`src/rtl/ppu_timing_arbiter.sv`:
```
// PPU dot/line scheduler with mode FSM, LY compare and interrupt strobes, plus the
// VRAM/OAM arbiter that grants the PPU by mode and fences the CPU out of locked regions.
`timescale 1ns/1ps

module ppu_timing_arbiter #(
  parameter int DOTS_PER_LINE = 456,
  parameter int OAM_DOTS      = 80,
  parameter int DRAW_DOTS     = 172,
  parameter int VISIBLE_LINES = 144,
  parameter int TOTAL_LINES   = 154
) (
  input  logic        clock,
  input  logic        reset_n,
  input  logic        dot_en,
  input  logic        lcd_enable,
  input  logic [7:0]  lyc,
  input  logic [3:0]  stat_sel,
  input  logic [15:0] cpu_addr,
  input  logic        cpu_wren,
  input  logic        ppu_vram_req,
  input  logic        ppu_oam_req,
  output logic [1:0]  mode,
  output logic [7:0]  ly,
  output logic [8:0]  dot,
  output logic        lyc_match,
  output logic        cpu_wren_gated,
  output logic        cpu_rd_mask,
  output logic        ppu_vram_read_en,
  output logic        ppu_oam_read_en,
  output logic        vblank_irq,
  output logic        stat_irq
);

  localparam logic [8:0] LP_DOT_LAST  = 9'(DOTS_PER_LINE - 1);
  localparam logic [8:0] LP_OAM_END   = 9'(OAM_DOTS);
  localparam logic [8:0] LP_DRAW_END  = 9'(OAM_DOTS + DRAW_DOTS);
  localparam logic [7:0] LP_LY_LAST   = 8'(TOTAL_LINES - 1);
  localparam logic [7:0] LP_LY_VBLANK = 8'(VISIBLE_LINES);

  typedef enum logic [1:0] {
    MODE_HBLANK = 2'd0,
    MODE_VBLANK = 2'd1,
    MODE_OAM    = 2'd2,
    MODE_DRAW   = 2'd3
  } mode_e;

  mode_e      r_mode;
  mode_e      w_mode_next;
  mode_e      r_mode_d;
  logic [8:0] r_dot;
  logic [8:0] w_dot_next;
  logic [7:0] r_ly;
  logic [7:0] w_ly_next;
  logic       r_started;
  logic       w_started_next;
  logic       r_lyc_match;
  logic       r_cond_d;
  logic       r_vblank_irq;
  logic       r_stat_irq;
  logic       w_stat_cond;
  logic       w_in_vram;
  logic       w_in_oam;
  logic       w_vram_locked;
  logic       w_oam_locked;
  logic       w_cpu_blocked;

  // r_started is clear until the first dot tick after reset or after the LCD is
  // switched on; that tick places the beam at line 0, dot 0 instead of advancing.
  always_comb begin
    w_dot_next     = r_dot;
    w_ly_next      = r_ly;
    w_started_next = r_started;
    if (!lcd_enable) begin
      w_dot_next     = 9'd0;
      w_ly_next      = 8'd0;
      w_started_next = 1'b0;
    end else if (dot_en) begin
      if (!r_started) begin
        w_dot_next     = 9'd0;
        w_ly_next      = 8'd0;
        w_started_next = 1'b1;
      end else if (r_dot == LP_DOT_LAST) begin
        w_dot_next = 9'd0;
        w_ly_next  = (r_ly == LP_LY_LAST) ? 8'd0 : r_ly + 8'd1;
      end else begin
        w_dot_next = r_dot + 9'd1;
      end
    end
  end

  always_comb begin
    w_mode_next = r_mode;
    if (!lcd_enable) begin
      w_mode_next = MODE_HBLANK;
    end else if (dot_en) begin
      if (w_ly_next >= LP_LY_VBLANK) begin
        w_mode_next = MODE_VBLANK;
      end else if (w_dot_next < LP_OAM_END) begin
        w_mode_next = MODE_OAM;
      end else if (w_dot_next < LP_DRAW_END) begin
        w_mode_next = MODE_DRAW;
      end else begin
        w_mode_next = MODE_HBLANK;
      end
    end
  end

  always_ff @(posedge clock or negedge reset_n) begin
    if (!reset_n) begin
      r_mode <= MODE_HBLANK;
    end else begin
      r_mode <= w_mode_next;
    end
  end

  // The STAT condition only counts while the PPU is actually scanning, so the idle
  // mode-0 state after reset or LCD-on never produces a spurious edge.
  assign w_stat_cond = lcd_enable && r_started &&
                       ((stat_sel[0] && (r_mode == MODE_HBLANK)) ||
                        (stat_sel[1] && (r_mode == MODE_VBLANK)) ||
                        (stat_sel[2] && (r_mode == MODE_OAM))    ||
                        (stat_sel[3] && r_lyc_match));

  always_ff @(posedge clock or negedge reset_n) begin
    if (!reset_n) begin
      r_dot        <= 9'd0;
      r_ly         <= 8'd0;
      r_started    <= 1'b0;
      r_mode_d     <= MODE_HBLANK;
      r_lyc_match  <= 1'b0;
      r_cond_d     <= 1'b0;
      r_vblank_irq <= 1'b0;
      r_stat_irq   <= 1'b0;
    end else begin
      r_dot        <= w_dot_next;
      r_ly         <= w_ly_next;
      r_started    <= w_started_next;
      r_mode_d     <= r_mode;
      r_lyc_match  <= lcd_enable && (w_ly_next == lyc);
      r_cond_d     <= w_stat_cond;
      r_vblank_irq <= lcd_enable && r_started && (r_mode == MODE_VBLANK) &&
                      (r_mode_d != MODE_VBLANK) && (r_ly == LP_LY_VBLANK);
      r_stat_irq   <= w_stat_cond && !r_cond_d;
    end
  end

  // VRAM is 8000-9FFF, OAM is FE00-FE9F; locks follow the registered mode.
  assign w_in_vram     = (cpu_addr[15:13] == 3'b100);
  assign w_in_oam      = (cpu_addr[15:8] == 8'hFE) && (cpu_addr[7:0] < 8'hA0);
  assign w_vram_locked = lcd_enable && (r_mode == MODE_DRAW);
  assign w_oam_locked  = lcd_enable && ((r_mode == MODE_OAM) || (r_mode == MODE_DRAW));
  assign w_cpu_blocked = (w_in_vram && w_vram_locked) || (w_in_oam && w_oam_locked);

  assign mode             = r_mode;
  assign ly               = r_ly;
  assign dot              = r_dot;
  assign lyc_match        = r_lyc_match;
  assign cpu_wren_gated   = cpu_wren && !w_cpu_blocked;
  assign cpu_rd_mask      = w_cpu_blocked;
  assign ppu_vram_read_en = ppu_vram_req && w_vram_locked;
  assign ppu_oam_read_en  = ppu_oam_req && w_oam_locked;
  assign vblank_irq       = r_vblank_irq;
  assign stat_irq         = r_stat_irq;

endmodule

```
`config.mk`:
```
export PLATFORM = sky130hd
export DESIGN_NAME = ppu_timing_arbiter
export DESIGN_NICKNAME = d
export VERILOG_FILES = /design/src/rtl/ppu_timing_arbiter.sv
export SDC_FILE = /design/constraint.sdc
export NUM_CORES = 1
export LEC_CHECK = 0
export BUFFER_PORTS_ARGS = -buffer_cell sky130_fd_sc_hd__buf_2
export CORE_MARGIN = 2
export CORE_UTILIZATION = 46
export DETAILED_ROUTE_END_ITERATION = 6
export PLACE_DENSITY = 0.85
export SLEW_MARGIN = 5
export SYNTH_ARGS = -nofsm -noshare
export SYNTH_HDL_FRONTEND = slang
export SYNTH_SLANG_ARGS = --single-unit
```
`constraint.sdc`:
```
create_clock -name clock -period 2.3 [get_ports clock]
set_clock_uncertainty 0.1 [all_clocks]
set_input_delay 0.345 -clock clock [delete_from_list [all_inputs] [get_ports clock]]
set_output_delay 0.345 -clock clock [all_outputs]
set_load 0.05 [all_outputs]
```
==> results of run 1 <==
## path summary, 6_finish.rpt
| check | startpoint | end | slack, ps |
|---|---|---|---|
| setup / recovery | dot[4]$_DFF_PN0_ | lyc_match$_DFF_PN0_ | -80 |
| hold / removal | stat_sel[3] | r_cond_d$_DFF_PN0_ | 250 |
| setup reg to reg | dot[4]$_DFF_PN0_ | lyc_match$_DFF_PN0_ | -80 |
| hold reg to reg | r_cond_d$_DFF_PN0_ | stat_irq$_DFF_PN0_ | 320 |
| max in group asynchronous | reset_n | dot[2]$_DFF_PN0_ | 1180 |
| min in group asynchronous | reset_n | stat_irq$_DFF_PN0_ | 490 |
## placed cells by master, fill, tap and decap left out, types with 6 or more instances in the layout
cell type	instances
a21oi_1	9
dfrtp_2	9
nor2_1	29
buf_2	55
buf_4	40
xnor2_1	6
nand3_1	11
nand2_1	24
dfrtp_1	17
mux2i_1	6
nand4_1	7
inv_1	6
## area by class of cell
| type | count | area, um^2 |
|---|---|---|
| Sequential cell | 26 | 662 |
| Clock inverter | 1 | 30.0 |
| Clock buffer | 3 | 41.3 |
| Tap cell | 50 | 62.6 |
| Inverter | 8 | 30.0 |
| Fill cell | 321 | 1270 |
| Timing Repair Buffer | 98 | 608 |
| Multi-Input combinational cell | 175 | 1270 |
## repair_timing
item                                    4_1_cts  5_1_grt
endpoints found under the setup margin        2        2
hold endpoints to repair                     26        0
setup buffers                                 5        8
hold buffers                                  1        0
gates resized for setup                       9        9
pin swaps                                     9        3
## power groups by stage
stage	combinational (mW)	clock [mW]	sequential, mW
2_1_floorplan	0.0606	0	0.489
3_3_place_gp	0.131	0	0.480
3_5_place_dp	0.134	0	0.481
4_1_cts	0.137	0.382	0.472
5_1_grt	0.165	0.403	0.473
6_report	0.153	0.384	0.472
## per-layer routing
metal	wire [um]	up-vias
li1	-	985
met1	2450	999
met2	2760	126
met3	535	18
met4	124	0
met5	0	-
## logic make-up (layout without fill, tap and decap cells)
family,count (synthesis),count (layout),share of synthesized area
mux,7,7,0.0372
fa+ha+maj,4,4,0.0266
xor+xnor,15,15,0.0698
buf+inv,19,110,0.0452
flops,26,26,0.346
compound gates,40,40,0.146
simple gates,109,109,0.330
## per-stage QoR
stage	TNS [ps]	power, mW
final	-77.9	1.01
after CTS	0	0.991
after floorplan	-208	0.550
after global placement	0	0.611
after detailed placement	-107	0.615
after global routing	-311	1.04
## critical path: cells and delay by family (launching register included)
kind / cells / cell delay, ps
simple gates: 4 / 1290
flops: 1 / 430
compound gates: 2 / 320
xor+xnor: 1 / 120
## sequential cells by signal (all words and copies together), names as in the netlist
register,count
mode,2
dot,9
vblank_irq,1
r_mode_d,2
ly,8
r_started,1
stat_irq,1
lyc_match,1
r_cond_d,1
==> impl_metrics.json, run 1 <==
{
  "status": "complete, but fails checks",
  "violations": "negative setup slack",
  "critPathMaxStageDelay_ps": 450,
  "synth_area_per_cell_um2": 8.56,
  "initial_core_util": 0.474,
  "gp_congestion": 0.918,
  "slowest_stage": "or3b_4",
  "drc": 0,
  "worst_setup_path_end_kind": "flip-flop",
  "final_layout_size_suffix_gt1_frac": 0.434,
  "grt_max_degree": 27,
  "crit_required_ps": 2370,
  "cap_viol_max_count": 0,
  "hold_viol": 0,
  "busiest_layer": "met2",
  "coreArea_um2": 3970,
  "relSlewSlack": 0.609,
  "placed_area_um2": 2450,
  "ys_top_cells_by_area": "dfrtp_1, nor2_1, nand2_1, xnor2_1, mux2i_1",
  "die-area_um2": 4620,
  "finalCoreUtilization": 0.681,
  "num_vias": 2128,
  "p_sw_mw": 0.249,
  "hpwl_um": 3950,
  "drt-pass1-iter-count": 5,
  "crit_path_max_fanout": 3,
  "dp.cells": 343,
  "fin_cells": 361,
  "fin_crit_sh": 1.03,
  "clk_path_buf_depth": 2,
  "tightest_slew_ps": 587,
  "grt_pass1_vias": 1704,
  "criticalPathCategory": "reg2reg",
  "worst_setup_path_start_kind": "flip-flop",
  "crit_chain": "or3b_4 -> nor4_4 -> xnor2_1 -> or3b_1 -> o22ai_1 -> a31oi_1 -> nor4b_2",
  "grt_pass1_wl_um": 8050,
  "port_buffers": 55,
  "gr-usage-met2": 0.371,
  "synth_top_area_share": 0.346,
  "worst_hold_slack_ps": 245,
  "fmax_ghz": 0.421,
  "yosysSeqAreaShare": 0.346,
  "syn-num-nets": 259,
  "period_needed_ps": 2380,
  "p_leak_nw": 1.26,
  "die_x_um": 68.0,
  "grtUsageTotal": 0.235,
  "clk_pin_slew_ps": 90,
  "pwr-share-seq": 0.468,
  "fin_nets": 351,
  "hold_class": "in2reg",
  "use_met3": 0.0444,
  "setup_violations": 1,
  "ir_drop_uv": 414,
  "wl_per_cell_um": 16.3,
  "yosys_warnings": 0,
  "drtAntennaViolNets": 0,
  "r2r_cells": 7,
  "synth_top_cell_by_area": "dfrtp_1",
  "root_buffer": "clkbuf_8",
  "n_antenna_cell": 0,
  "p_per_area_nw_per_um2": 373,
  "cts_tree": "built",
  "intPower_mw": 0.760,
  "synthDistinctLibCells": 52,
  "rows": 23,
  "routed_wirelength_um": 5870,
  "synth_seq_cells": 26,
  "dp_slack_ps": -70.1,
  "clkSinkCount": 26,
  "insertion_delay_ps": 270,
  "htree_num_levels": 1,
  "antenna_found_initial": 0,
  "timing.final.ws_setup_ps": -77.9,
  "area_delta_synth_final_pct": 43.6,
  "syn_inst": 220,
  "synth_most_common_cell": "nor2_1",
  "slew_viol_final": 0,
  "met1_usage": 0.327,
  "synth.cell_area_um2": 1880,
  "combPwrFrac": 0.152,
  "clkPwrFrac": 0.381,
  "synth-main-ff-cell": "dfrtp_1",
  "die_h_um": 68.0,
  "yosys-top-cells-count": "nor2_1, dfrtp_1, nand2_1",
  "rsz0062_at_grt": "true",
  "viasPerCell": 5.89,
  "overflow": 0,
  "cts_made_buffers": 3,
  "synth-edff-count": 0,
  "worst_ep_arrival_time_ps": 2450,
  "drt_iter0_drc": 244,
  "finalInstanceArea_um2": 2700,
  "min_path_cells": 3,
  "async_flop_share": 1.00,
  "switching_share": 0.247,
  "io_pins": 61
}
Power figures use the tool's default switching activity.
==> run 2: changes to the inputs <==
--- a/config.mk
+++ b/config.mk
@@ -7,9 +7,10 @@
 export LEC_CHECK = 0
 export BUFFER_PORTS_ARGS = -buffer_cell sky130_fd_sc_hd__buf_2
 export CORE_MARGIN = 2
-export CORE_UTILIZATION = 46
+export CORE_UTILIZATION = 48
+export CTS_BUF_LIST = sky130_fd_sc_hd__clkbuf_2 sky130_fd_sc_hd__clkbuf_4 sky130_fd_sc_hd__clkbuf_8
 export DETAILED_ROUTE_END_ITERATION = 6
-export PLACE_DENSITY = 0.85
+export PLACE_DENSITY = 0.88
 export SLEW_MARGIN = 5
 export SYNTH_ARGS = -nofsm -noshare
 export SYNTH_HDL_FRONTEND = slang
==> impl_metrics.json, run 2 (synthesized netlist as in run 1, its figures left out) <==
{
  "status": "complete, but fails checks",
  "violations": "negative setup slack",
  "die-area_um2": 4440,
  "die_x_um": 66.6,
  "gp_congestion": 0.937,
  "overflow": 0,
  "drtAntennaViolNets": 0,
  "rr_endpoint": "lyc_match$_DFF_PN0_",
  "hold_viol": 0,
  "rsz0062_at_grt": "true",
  "io_pins": 61,
  "grt_pass1_vias": 1941,
  "port_buffers": 55,
  "clkSinkCount": 26,
  "rows": 22,
  "slew_viol_final": 0,
  "r2r_slack_ps": -140,
  "cts_made_buffers": 3,
  "grtUsageTotal": 0.264,
  "r2r_cells": 7,
  "p_leak_nw": 1.26,
  "grt_max_degree": 27,
  "tightest_slew_ps": 589,
  "largest_reg_flops": 9,
  "worst_setup_path_end_kind": "flip-flop",
  "min_path_cells": 3,
  "hpwl_um": 3970,
  "coreArea_um2": 3720,
  "p_per_area_nw_per_um2": 376,
  "hold_class": "in2reg",
  "root_buffer": "clkbuf_8",
  "routed_wirelength_um": 5510,
  "worst_ep_arrival_time_ps": 2520,
  "dp.cells": 346,
  "finalCoreUtilization": 0.717,
  "antenna_found_initial": 0,
  "final_cell_mix": "buf_2, buf_4, nor2_1",
  "initial_core_util": 0.507,
  "worst_setup_path_start_kind": "flip-flop",
  "crit_required_ps": 2380,
  "wl_per_cell_um": 15.5,
  "drc": 0,
  "clk_path_buf_depth": 2,
  "setup_violations": 2,
  "fin_crit_sh": 1.06,
  "area_delta_synth_final_pct": 41.5,
  "period_needed_ps": 2440,
  "ir_drop_uv": 241,
  "grt_pass1_wl_um": 8950,
  "fin_nets": 347,
  "num_vias": 2058,
  "n_antenna_cell": 0,
  "htree_num_levels": 1,
  "die_h_um": 66.6,
  "relSlewSlack": 0.607,
  "insertion_delay_ps": 280,
  "worst_hold_slack_ps": 249,
  "clk_pin_slew_ps": 100,
  "final_layout_size_suffix_gt1_frac": 0.414,
  "criticalPathCategory": "reg2reg",
  "cts_tree": "built",
  "crit_path_max_fanout": 2,
  "layout_commonest_cell": "buf_2",
  "r2r_start": "dot[4]$_DFF_PN0_",
  "min_to": "r_cond_d$_DFF_PN0_",
  "viasPerCell": 5.80,
  "hp-start": "stat_sel[3]",
  "drt_iter0_drc": 165,
  "total_power_mw": 1.00,
  "drt-pass1-iter-count": 4,
  "cap_viol_max_count": 0,
  "fmax_ghz": 0.411,
  "timing.final.ws_setup_ps": -136,
  "fin_cells": 355
}
[run 2: worst max-delay path by stage]
stage / start / to / slack, ps
after global placement: dot[1]$_DFFE_PN0P_ / lyc_match$_DFF_PN0_ / -30
after detailed placement: dot[1]$_DFFE_PN0P_ / lyc_match$_DFF_PN0_ / -150
final: dot[4]$_DFF_PN0_ / lyc_match$_DFF_PN0_ / -140
after floorplan: dot[5]$_DFF_PN0_ / lyc_match$_DFF_PN0_ / -170
after global routing: dot[4]$_DFF_PN0_ / mode[0]$_DFFE_PN0P_ / -210
after CTS: dot[1]$_DFFE_PN0P_ / lyc_match$_DFF_PN0_ / -120
[run 2: cell type report]
cell class,count,area [um^2]
multi-input cells,175,1260
fillers,272,1050
flip-flops and latches,26,661
repair buffers,94,587
well taps,48,60.1
clock buffers,3,41.3
clock inverters,1,30.0
inverters,8,30.0
[run 2: per-stage QoR]
| step | instance area, um^2 | setup slack [ps] | setup TNS [ps] |
|---|---|---|---|
| final | 2670 | -136 | -207 |
| after global routing | 2670 | -207 | -440 |
| after CTS | 2610 | -119 | -212 |
| after detailed placement | 2500 | -147 | -233 |
| after global placement | 2500 | -26.1 | -26.1 |
| after floorplan | 1950 | -170 | -208 |
[run 2: critical path: stages, from the launching register on]
cell and delay (ps):
dfrtp_2 410, or3b_4 420, nor4_4 300, xnor2_2 130
or3b_1 390, o22ai_2 150, a31oi_1 140, nor4b_2 300
[run 2: routing by layer]
layer | global-route usage | wire length, um
met1 | 0.354 | 2300
met3 | 0.0236 | 420
met4 | 0.0918 | 93
met2 | 0.444 | 2700
met5 | 0 | 0
[run 2: repair_timing]
item                       in CTS  in global routing
setup buffers                   1                  3
pin swaps                       3                  9
hold endpoints to repair       26                  0
gates resized for setup         4                  7
hold buffers                    1                  0
setup endpoints to repair       3                  3
gates cloned                    0                  0
[run 2: power by group]
group | internal [mW] | switching [mW]
Combinational | 0.0568 | 0.0856
Sequential | 0.463 | 0.00915
Clock | 0.233 | 0.154
==> run 3: changes to the inputs <==
--- a/config.mk
+++ b/config.mk
@@ -10,8 +10,10 @@
 export CORE_UTILIZATION = 48
 export CTS_BUF_LIST = sky130_fd_sc_hd__clkbuf_2 sky130_fd_sc_hd__clkbuf_4 sky130_fd_sc_hd__clkbuf_8
 export DETAILED_ROUTE_END_ITERATION = 6
+export GPL_TIMING_DRIVEN = 0
 export PLACE_DENSITY = 0.88
 export SLEW_MARGIN = 5
 export SYNTH_ARGS = -nofsm -noshare
 export SYNTH_HDL_FRONTEND = slang
 export SYNTH_SLANG_ARGS = --single-unit
+export TNS_END_PERCENT = 20
==> impl_metrics.json, run 3 (synthesized netlist as in run 1, its figures left out) <==
{
  "p_sw_mw": 0.260,
  "period_needed_ps": 2430,
  "fmax_ghz": 0.412,
  "crit_required_ps": 2380,
  "num_vias": 2161,
  "clkPwrFrac": 0.388,
  "root_buffer": "clkbuf_8",
  "clk_path_buf_depth": 2,
  "hold_viol": 0,
  "r2r_start": "dot[0]$_DFFE_PN0P_",
  "critPathBufInv": 1,
  "insertion_delay_ps": 280,
  "criticalPathCategory": "reg2reg",
  "hold_class": "in2reg",
  "layout_commonest_cell": "buf_2",
  "initial_core_util": 0.507,
  "placed_area_um2": 2230,
  "crit_path_max_fanout": 6,
  "die_x_um": 66.6,
  "setup_violations": 3,
  "overflow": 0,
  "dp_slack_ps": -459,
  "gp_congestion": 0.910,
  "worst_ep_arrival_time_ps": 2510,
  "combPwrFrac": 0.149,
  "crit_chain": "ha_4 -> and4_1 -> buf_6 -> nand3_4 -> nor4_4 -> xnor2_2 -> a22o_1 -> a31oi_1 -> nor4b_2",
  "cts_tree": "built",
  "total_power_mw": 1.01,
  "intPower_mw": 0.754,
  "worst_setup_path_end_kind": "flip-flop",
  "fin_setup_tns_ps": -246,
  "final_layout_size_suffix_gt1_frac": 0.416,
  "clkSinkCount": 26,
  "die-area_um2": 4440,
  "drt-pass1-iter-count": 4,
  "slew_viol_final": 0,
  "die_h_um": 66.6,
  "switching_share": 0.257,
  "grt_max_degree": 27,
  "p_per_area_nw_per_um2": 381,
  "wl_per_cell_um": 18.1,
  "p_leak_nw": 1.21,
  "slowest_stage": "dfrtp_2",
  "io_pins": 61,
  "timing.critical_path.from": "dot[0]$_DFFE_PN0P_",
  "area_delta_synth_final_pct": 41.3,
  "final_cell_mix": "buf_2, nor2_1, buf_4",
  "drt_iter0_drc": 174,
  "htree_num_levels": 1,
  "n_antenna_cell": 0,
  "worst_hold_slack_ps": 246,
  "coreArea_um2": 3720,
  "critPathMaxStageDelay_ps": 400,
  "crit_family": "simple AND/OR/NAND/NOR gates",
  "port_buffers": 55,
  "violations": "negative setup slack",
  "grt_pass1_vias": 1935,
  "finalInstanceArea_um2": 2660,
  "tightest_slew_ps": 607,
  "cts_made_buffers": 3,
  "timing.final.ws_setup_ps": -125,
  "rsz0062_at_grt": "true",
  "rows": 22,
  "cap_viol_max_count": 0,
  "hp-start": "stat_sel[3]",
  "dp.cells": 323,
  "status": "complete, but fails checks",
  "routed_wirelength_um": 6340,
  "fin_nets": 343,
  "fin_cells": 351,
  "hpwl_um": 3590,
  "grt_pass1_wl_um": 9180,
  "clk_pin_slew_ps": 100,
  "antenna_found_initial": 0,
  "ir_drop_uv": 192,
  "fin_crit_sh": 1.05,
  "relSlewSlack": 0.596,
  "grtUsageTotal": 0.270,
  "drtAntennaViolNets": 0,
  "viasPerCell": 6.16,
  "finalCoreUtilization": 0.716,
  "largest_reg_flops": 9,
  "drc": 0,
  "worst_setup_path_start_kind": "flip-flop",
  "pwr-share-seq": 0.463,
  "fillCellCount": 263
}
-- run 3: cell type report --
class                      count  area, um^2  share of cell area
buffer                         7        38.8              0.0146
clock buffer                   3        41.3              0.0155
clock inverter                 1        30.0              0.0113
inverter                       8        30.0              0.0113
multi-input combinational    175        1290               0.486
sequential                    26         667               0.251
tap                           48        60.1              0.0226
timing repair buffer          83         499               0.188
-- run 3: worst reg2reg max path: cells and delay by family (launching register included) --
| family | cells | cell delay [ps] |
|---|---|---|
| AOI/OAI and AO/OA | 2 | 290 |
| buffers and inverters | 1 | 150 |
| and+or+nand+nor | 4 | 1000 |
| adders and majority gates | 1 | 150 |
| xor gates and xnor gates | 1 | 230 |
| DFF | 1 | 400 |
-- run 3: worst paths after layout --
kind                                       end  slack (ps)  depth (start not counted)
hold reg to reg             stat_irq$_DFF_PN0_         320                          1
hold / removal              r_cond_d$_DFF_PN0_         250                          3
setup reg to reg           lyc_match$_DFF_PN0_        -130                          9
min in group asynchronous   dot[0]$_DFFE_PN0P_         500                          2
setup / recovery           lyc_match$_DFF_PN0_        -130                          9
max in group asynchronous      ly[5]$_DFF_PN0_        1170                          2
-- run 3: routing by layer --
metal	track usage	wire length, um	vias up
met2	0.466	3120	135
met1	0.351	2470	1025
met4	0.0842	254	0
li1	-	-	971
met3	0.0321	487	30
met5	0	0	-
-- run 3: what timing repair did --
action	4_1_cts	5_1_grt
cloned	0	0
hold buffers	1	0
gates resized for setup	26	9
setup endpoints to repair	3	3
endpoints found under the hold margin	26	0
pin swaps	15	6
buffers inserted	19	8
-- run 3: power by group through the flow --
stage	Sequential, mW	Combinational, mW	Clock, mW
after floorplan	0.488	0.0594	0
after global placement	0.478	0.124	0
after detailed placement	0.479	0.127	0
after CTS	0.469	0.142	0.393
after global routing	0.470	0.163	0.416
final	0.470	0.151	0.394
